**src/rtl/lcplc_sequencer.sv**
```systemverilog
// Image-scan sequencer: gates a raw sample stream into the coder and tags each beat with
// row/slice/band/image-last flags. Define LCPLC_SEQUENCER_STATS_EN to add the stat_beats counter.
module lcplc_sequencer #(
  parameter int DATA_WIDTH  = 16,
  parameter int DIM_WIDTH   = 10,
  parameter int BAND_WIDTH  = 8,
  parameter int BLOCK_WIDTH = 16
) (
  input  logic                   clk,
  input  logic                   rst,
  input  logic                   cfg_start,
  input  logic [DIM_WIDTH-1:0]   cfg_row_len,
  input  logic [DIM_WIDTH-1:0]   cfg_rows,
  input  logic [BAND_WIDTH-1:0]  cfg_bands,
  input  logic [BLOCK_WIDTH-1:0] cfg_blocks,
  input  logic                   s_valid,
  output logic                   s_ready,
  input  logic [DATA_WIDTH-1:0]  s_data,
  output logic                   x_valid,
  input  logic                   x_ready,
  output logic [DATA_WIDTH-1:0]  x_data,
  output logic                   x_last_r,
  output logic                   x_last_s,
  output logic                   x_last_b,
  output logic                   x_last_i,
  output logic                   busy,
  output logic                   done
`ifdef LCPLC_SEQUENCER_STATS_EN
  ,output logic [31:0]           stat_beats
`endif
);

  localparam logic [1:0] IDLE = 2'd0;
  localparam logic [1:0] RUN  = 2'd1;
  localparam logic [1:0] DONE = 2'd2;

  localparam logic [DIM_WIDTH-1:0]   DIM_ONE   = DIM_WIDTH'(1);
  localparam logic [BAND_WIDTH-1:0]  BAND_ONE  = BAND_WIDTH'(1);
  localparam logic [BLOCK_WIDTH-1:0] BLOCK_ONE = BLOCK_WIDTH'(1);

  logic [1:0]             state_q,   state_d;
  logic [DIM_WIDTH-1:0]   row_len_q, row_len_d;
  logic [DIM_WIDTH-1:0]   rows_q,    rows_d;
  logic [BAND_WIDTH-1:0]  bands_q,   bands_d;
  logic [BLOCK_WIDTH-1:0] blocks_q,  blocks_d;
  logic [DIM_WIDTH-1:0]   c_q, c_d;
  logic [DIM_WIDTH-1:0]   r_q, r_d;
  logic [BAND_WIDTH-1:0]  b_q, b_d;
  logic [BLOCK_WIDTH-1:0] k_q, k_d;

  logic run, hs, cfg_ok;
  logic last_r, last_s, last_b, last_i;

  assign run    = (state_q == RUN);
  assign cfg_ok = (|cfg_row_len) && (|cfg_rows) && (|cfg_bands) && (|cfg_blocks);

  assign x_valid = run & s_valid;
  assign s_ready = run & x_ready;
  assign x_data  = s_data;
  assign hs      = x_valid & x_ready;
  assign busy    = run;
  assign done    = (state_q == DONE);

  // Each flag nests inside the one before it, so an image-last beat is also band/slice/row-last.
  assign last_r = (c_q == row_len_q - DIM_ONE);
  assign last_s = last_r && (r_q == rows_q - DIM_ONE);
  assign last_b = last_s && (b_q == bands_q - BAND_ONE);
  assign last_i = last_b && (k_q == blocks_q - BLOCK_ONE);

  assign x_last_r = run & last_r;
  assign x_last_s = run & last_s;
  assign x_last_b = run & last_b;
  assign x_last_i = run & last_i;

  always_comb begin
    state_d   = state_q;
    row_len_d = row_len_q;
    rows_d    = rows_q;
    bands_d   = bands_q;
    blocks_d  = blocks_q;
    c_d       = c_q;
    r_d       = r_q;
    b_d       = b_q;
    k_d       = k_q;
    case (state_q)
      IDLE: begin
        if (cfg_start && cfg_ok) begin
          state_d   = RUN;
          row_len_d = cfg_row_len;
          rows_d    = cfg_rows;
          bands_d   = cfg_bands;
          blocks_d  = cfg_blocks;
          c_d       = '0;
          r_d       = '0;
          b_d       = '0;
          k_d       = '0;
        end
      end
      RUN: begin
        if (hs) begin
          c_d = last_r ? '0 : c_q + DIM_ONE;
          if (last_r) r_d = last_s ? '0 : r_q + DIM_ONE;
          if (last_s) b_d = last_b ? '0 : b_q + BAND_ONE;
          // k wraps on the final beat so it never rests beyond its limit.
          if (last_b) k_d = last_i ? '0 : k_q + BLOCK_ONE;
          if (last_i) state_d = DONE;
        end
      end
      DONE:    state_d = IDLE;
      default: state_d = IDLE;
    endcase
  end

  always_ff @(posedge clk or posedge rst) begin
    if (rst) begin
      state_q   <= IDLE;
      row_len_q <= '0;
      rows_q    <= '0;
      bands_q   <= '0;
      blocks_q  <= '0;
      c_q       <= '0;
      r_q       <= '0;
      b_q       <= '0;
      k_q       <= '0;
    end else begin
      state_q   <= state_d;
      row_len_q <= row_len_d;
      rows_q    <= rows_d;
      bands_q   <= bands_d;
      blocks_q  <= blocks_d;
      c_q       <= c_d;
      r_q       <= r_d;
      b_q       <= b_d;
      k_q       <= k_d;
    end
  end

`ifdef LCPLC_SEQUENCER_STATS_EN
  logic [31:0] stat_q, stat_d;

  always_comb begin
    stat_d = stat_q;
    if (state_q == IDLE && cfg_start && cfg_ok) stat_d = '0;
    else if (hs && stat_q != 32'hFFFF_FFFF)     stat_d = stat_q + 32'd1;
  end

  always_ff @(posedge clk or posedge rst) begin
    if (rst) stat_q <= '0;
    else     stat_q <= stat_d;
  end

  assign stat_beats = stat_q;
`endif

endmodule

```
**config.mk**
```make
export PLATFORM = sky130hd
export DESIGN_NAME = lcplc_sequencer
export DESIGN_NICKNAME = d
export VERILOG_FILES = /design/src/rtl/lcplc_sequencer.sv
export SDC_FILE = /design/constraint.sdc
export NUM_CORES = 1
export LEC_CHECK = 0
export BUFFER_PORTS_ARGS = -buffer_cell sky130_fd_sc_hd__buf_2
export CORE_MARGIN = 8
export CORE_UTILIZATION = 60
export CTS_CLUSTER_DIAMETER = 60
export CTS_CLUSTER_SIZE = 40
export DETAILED_ROUTE_END_ITERATION = 8
export PLACE_DENSITY = 0.93
export REMOVE_ABC_BUFFERS = 1
export SYNTH_ARGS = -nofsm -noshare
export SYNTH_HDL_FRONTEND = slang
export SYNTH_SLANG_ARGS = --single-unit
```
**constraint.sdc**
```tcl
create_clock -name clk -period 5.2 [get_ports clk]
set_input_delay 0.52 -clock clk [delete_from_list [all_inputs] [get_ports clk]]
set_output_delay 0.52 -clock clk [all_outputs]
set_load 0.03 [all_outputs]
```
==> impl_results.html <==
<table>
<tr><th>Metric</th><th>Value</th></tr>
<tr><th colspan="2">STA</th></tr>
<tr><td>Final total negative setup slack</td><td>0 ns</td></tr>
<tr><td>Maximum achievable frequency</td><td>0.245 GHz</td></tr>
<tr><td>Final hold slack</td><td>0.340 ns</td></tr>
<tr><td>Time the final worst path needs with I/O delays and setup</td><td>between 4 and 5 ns</td></tr>
<tr><td>Final Hold Violating Endpoints</td><td>0</td></tr>
<tr><td>Worst-Margin Slew</td><td>~1.1 ns</td></tr>
<tr><td>Worst slew margin</td><td>0.284</td></tr>
<tr><td>RSZ-0062 raised after global routing</td><td>no</td></tr>
<tr><td>Share of the clock period used by the worst path after layout</td><td>0.786</td></tr>
<tr><td>Setup-failing EPs final</td><td>0</td></tr>
<tr><td>Number of max-slew violations in the final report</td><td>0</td></tr>
<tr><td>Max Clock Skew</td><td>~0.017 ns</td></tr>
<tr><th colspan="2">Status</th></tr>
<tr><td>Violated checks</td><td>design-rule violations</td></tr>
<tr><td>Run status</td><td>finished with violations</td></tr>
<tr><th colspan="2">Setup path</th></tr>
<tr><td>Worst Path Arrival</td><td>~3.6 ns</td></tr>
<tr><td>Largest fanout on the critical path</td><td>13</td></tr>
<tr><td>End of the worst register-to-register path</td><td>k_q[0]</td></tr>
<tr><td>Kind of end point of the critical path</td><td>output port</td></tr>
<tr><td>Critical path required time</td><td>between 4 and 5 ns</td></tr>
<tr><td>Depth of the worst register-to-register path</td><td>11</td></tr>
<tr><td>Kind of start point of the critical path</td><td>register</td></tr>
<tr><td>Type of the worst setup path</td><td>register to output port</td></tr>
<tr><td>Reg-to-reg slack, setup</td><td>1.31 ns</td></tr>
<tr><td>Beginning of the worst register-to-register path</td><td>row_len_q[0]</td></tr>
<tr><th colspan="2">Clocking</th></tr>
<tr><td>Clock tree from TritonCTS</td><td>yes</td></tr>
<tr><td>Post-CTS setup buffer count</td><td>0</td></tr>
<tr><td>Source-to-sink clock delay at the later pin of the worst-skew pair</td><td>roughly 0.37 ns</td></tr>
<tr><td>CTS H-tree lvls</td><td>3</td></tr>
<tr><td>Post-CTS Hold Fix Bufs</td><td>0</td></tr>
<tr><td>Clock Tree Buf Depth</td><td>2</td></tr>
<tr><td>Number of buffers created by CTS</td><td>9</td></tr>
<tr><td>Clock sinks</td><td>90</td></tr>
<tr><td>Number of gates given a new drive strength after cts</td><td>0</td></tr>
<tr><td>Clock slew seen by the registers of the worst setup and hold paths</td><td>about 0.09 ns</td></tr>
<tr><td>Library cell used as clock root buffer</td><td>sky130_fd_sc_hd__clkbuf_8</td></tr>
<tr><th colspan="2">Layout</th></tr>
<tr><td>Share of cells above drive strength 1</td><td>0.214</td></tr>
<tr><td>Number of fill cells</td><td>~750</td></tr>
<tr><td>Most frequent cells in the layout</td><td>sky130_fd_sc_hd__dfrtp_1 (90), sky130_fd_sc_hd__buf_2 (56), sky130_fd_sc_hd__nand2_1 (50)</td></tr>
<tr><td>Synthesis-to-finish area growth</td><td>6.78%</td></tr>
<tr><td>Antenna diodes</td><td>0</td></tr>
<tr><td>Non-Filler Instances</td><td>approximately 790</td></tr>
<tr><td>Leading cell type in the layout, fill and taps excluded</td><td>sky130_fd_sc_hd__dfrtp_1</td></tr>
<tr><td>Summed area of non-filler cells in the final layout</td><td>0.00632 sq mm</td></tr>
<tr><td>NumNets Final</td><td>727</td></tr>
<tr><th colspan="2">Detailed routing</th></tr>
<tr><td>Vias after detailed routing</td><td>between 4k and 5k</td></tr>
<tr><td>Post-Route WL</td><td>~14000 um</td></tr>
<tr><td>Number of nets still failing antenna checks after routing</td><td>0</td></tr>
<tr><td>Average vias per placed instance</td><td>6.25</td></tr>
<tr><td>Router iterations before antenna repair</td><td>7</td></tr>
<tr><td>Routed wirelength normalized by instance count</td><td>about 18 um</td></tr>
<tr><td>DRC marker count from the first detailed-route iteration</td><td>360</td></tr>
<tr><td>DRC violation count after routing</td><td>1</td></tr>
<tr><th colspan="2">Power</th></tr>
<tr><td>Power per Cell Area</td><td>271 mW/mm^2</td></tr>
<tr><td>Peak supply drop</td><td>about 0.00014 V</td></tr>
<tr><td>Leakage component of the power</td><td>between 2 and 3 nW</td></tr>
<tr><td>Final Power</td><td>1.72 mW</td></tr>
<tr><th colspan="2">Global routing</th></tr>
<tr><td>Global router's overall resource usage</td><td>0.219</td></tr>
<tr><td>Vias in the first global route</td><td>4869</td></tr>
<tr><td>Initial antenna violation count</td><td>0</td></tr>
<tr><td>Global route overflow</td><td>0</td></tr>
<tr><td>Maximum number of pins on one net before global-route repair</td><td>60</td></tr>
<tr><td>Global-route wire length before repair</td><td>roughly 23000 um</td></tr>
<tr><th colspan="2">Place</th></tr>
<tr><td>Post-place instance area</td><td>a little over 0.006 sq mm</td></tr>
<tr><td>Final weighted congestion in routability-driven placement</td><td>roughly 0.9</td></tr>
<tr><td>Half-perimeter wire length after detailed placement</td><td>roughly 10000 um</td></tr>
<tr><td>Placed instance count</td><td>776</td></tr>
<tr><td>Number of buffer cells added on primary ports</td><td>56</td></tr>
<tr><th colspan="2">Synth</th></tr>
<tr><td>Proportion of synthesized flip-flops having asynchronous set or reset</td><td>1.00</td></tr>
<tr><td>Post-synth cell types</td><td>72</td></tr>
<tr><td>Number of warnings issued by yosys</td><td>0</td></tr>
<tr><td>Synthesized-area fraction occupied by and/or/nand/nor cells</td><td>0.217</td></tr>
<tr><td>Avg Inst Size Synth</td><td>roughly 9.5 sq um</td></tr>
<tr><td>Combined area of all synthesized cells</td><td>slightly below 0.006 sq mm</td></tr>
<tr><td>Post-synthesis xor/xnor area fraction</td><td>0.100</td></tr>
<tr><td>Part of the Yosys area used for sequential elements</td><td>0.380</td></tr>
<tr><td>Share of synthesized area spent on multiplexers</td><td>0.0695</td></tr>
<tr><td>Post-synthesis share of cell area spent on full adders, half adders and majority gates</td><td>0.0169</td></tr>
<tr><td>Largest family of logic cells by synthesized area</td><td>simple AND/OR/NAND/NOR gates</td></tr>
<tr><td>Compound-cell area share of the yosys netlist</td><td>0.150</td></tr>
<tr><td>Flip-flop and latch count after synthesis</td><td>90</td></tr>
<tr><td>Number of enable flip-flop cells after synthesis</td><td>0</td></tr>
<tr><td>Post-synthesis instance total</td><td>around 630</td></tr>
<tr><td>Most used flip-flop cell after synthesis</td><td>sky130_fd_sc_hd__dfrtp_1</td></tr>
<tr><th colspan="2">Die</th></tr>
<tr><td>Number of top-level pins</td><td>89</td></tr>
<tr><td>FP Rows</td><td>36</td></tr>
<tr><td>Area enclosed by the die boundary</td><td>~0.013 sq mm</td></tr>
<tr><td>Die span in y</td><td>roughly 120 um</td></tr>
<tr><td>Floorplan Core Area</td><td>0.00968 sq mm</td></tr>
<tr><td>Starting utilization of the core area</td><td>0.611</td></tr>
<tr><td>Overall die width</td><td>approximately 120 um</td></tr>
<tr><th colspan="2">Min path</th></tr>
<tr><td>Worst hold-check path type</td><td>primary input to async pin</td></tr>
<tr><th colspan="2">Job</th></tr>
<tr><td>Count of maximum capacitance violations</td><td>0</td></tr>
</table>
==> cell families (layout without fill, tap and decap cells) <==
group	after synthesis	count (layout)
AOI/OAI and AO/OA	124	124
buffers and inverters	68	102
and+or+nand+nor	232	232
muxes	37	37
DFF	90	90
xor gates and xnor gates	66	66
adders and majority gates	8	8
==> stage by stage <==
| step | util | setup WS (ns) |
|---|---|---|
| floorplan | - | 1.26 |
| detailed placement | 0.631 | 1.40 |
| CTS | 0.653 | 1.14 |
| global route | 0.653 | 0.952 |
| global placement | 0.631 | 1.64 |
| finish | 0.653 | 1.11 |
==> layout make-up <==
cell class / count / area (sq um) / share of cell area
multi-input cells: 467 / 3290 / 0.520
flip-flops and latches: 90 / 2250 / 0.356
repair buffers: 59 / 303 / 0.0479
well taps: 133 / 166 / 0.0263
clock buffers: 11 / 131 / 0.0208
inverters: 27 / 103 / 0.0162
clock inverters: 5 / 78.8 / 0.0125
==> worst max path at each step <==
stage,start,cells past startpoint,end,slack (ns)
after floorplan,state_q[0],7,bands_q[2],1.26
after global placement,row_len_q[0],11,k_q[8],1.64
after detailed placement,row_len_q[0],11,k_q[0],1.40
after CTS,row_len_q[0],10,x_last_i,1.14
after global routing,row_len_q[0],10,x_last_i,0.95
final,row_len_q[0],10,x_last_i,1.11
==> synthesized netlist by cell type, types with 5 or more instances <==
cell | instances | share of area
sky130_fd_sc_hd__dfrtp_1 | 90 | 0.38
sky130_fd_sc_hd__nand2_1 | 50 | 0.032
sky130_fd_sc_hd__nor2_1 | 37 | 0.023
sky130_fd_sc_hd__o21ai_0 | 35 | 0.030
sky130_fd_sc_hd__xnor2_1 | 35 | 0.052
sky130_fd_sc_hd__mux2_2 | 33 | 0.063
sky130_fd_sc_hd__nand3_1 | 32 | 0.027
sky130_fd_sc_hd__xor2_1 | 30 | 0.044
sky130_fd_sc_hd__inv_1 | 26 | 0.016
sky130_fd_sc_hd__o21ai_1 | 23 | 0.019
sky130_fd_sc_hd__nor4_1 | 20 | 0.021
sky130_fd_sc_hd__buf_4 | 19 | 0.024
sky130_fd_sc_hd__a21oi_1 | 16 | 0.014
sky130_fd_sc_hd__nand2b_1 | 16 | 0.017
sky130_fd_sc_hd__and3_1 | 14 | 0.015
sky130_fd_sc_hd__nor3_1 | 10 | 0.0085
sky130_fd_sc_hd__o2bb2ai_2 | 10 | 0.025
sky130_fd_sc_hd__nand4_1 | 9 | 0.0095
sky130_fd_sc_hd__clkbuf_1 | 8 | 0.0051
sky130_fd_sc_hd__ha_1 | 8 | 0.017
sky130_fd_sc_hd__or3_1 | 8 | 0.0085
sky130_fd_sc_hd__buf_6 | 7 | 0.013
sky130_fd_sc_hd__buf_2 | 6 | 0.0051
sky130_fd_sc_hd__or2_2 | 5 | 0.0053
==> worst max-delay path, cell delays in order, from the launching register on <==
cell                      delay (ns)
sky130_fd_sc_hd__dfrtp_1        0.47
sky130_fd_sc_hd__inv_1          0.11
sky130_fd_sc_hd__ha_1           0.42
sky130_fd_sc_hd__nor4b_1        0.43
sky130_fd_sc_hd__xnor2_1        0.19
sky130_fd_sc_hd__a21oi_1        0.12
sky130_fd_sc_hd__nor4_4         0.19
sky130_fd_sc_hd__nand4_4        0.21
sky130_fd_sc_hd__or3_1          0.51
sky130_fd_sc_hd__nor3_1         0.29
sky130_fd_sc_hd__buf_2          0.25
==> flip-flops by register name, summed over array words and instances, names as in the netlist <==
register / flops
blocks_q: 16
b_q: 8
c_q: 10
rows_q: 10
state_q: 2
bands_q: 8
k_q: 16
row_len_q: 10
r_q: 10
==> power by group <==
group / total, mW / internal [mW] / switching, mW
sequential: 0.848 / 0.756 / 0.0921
clock: 0.528 / 0.271 / 0.258
combinational: 0.340 / 0.162 / 0.178
==> layer usage <==
metal / part of all wire / vias to the layer above / track usage
met5: 0 / - / 0
met4: 0.023 / 0 / 0.0928
met3: 0.088 / 29 / 0.0588
met2: 0.46 / 254 / 0.333
met1: 0.43 / 2379 / 0.289
li1: - / 2287 / -
No activity file was read; power rests on OpenSTA's default activity.
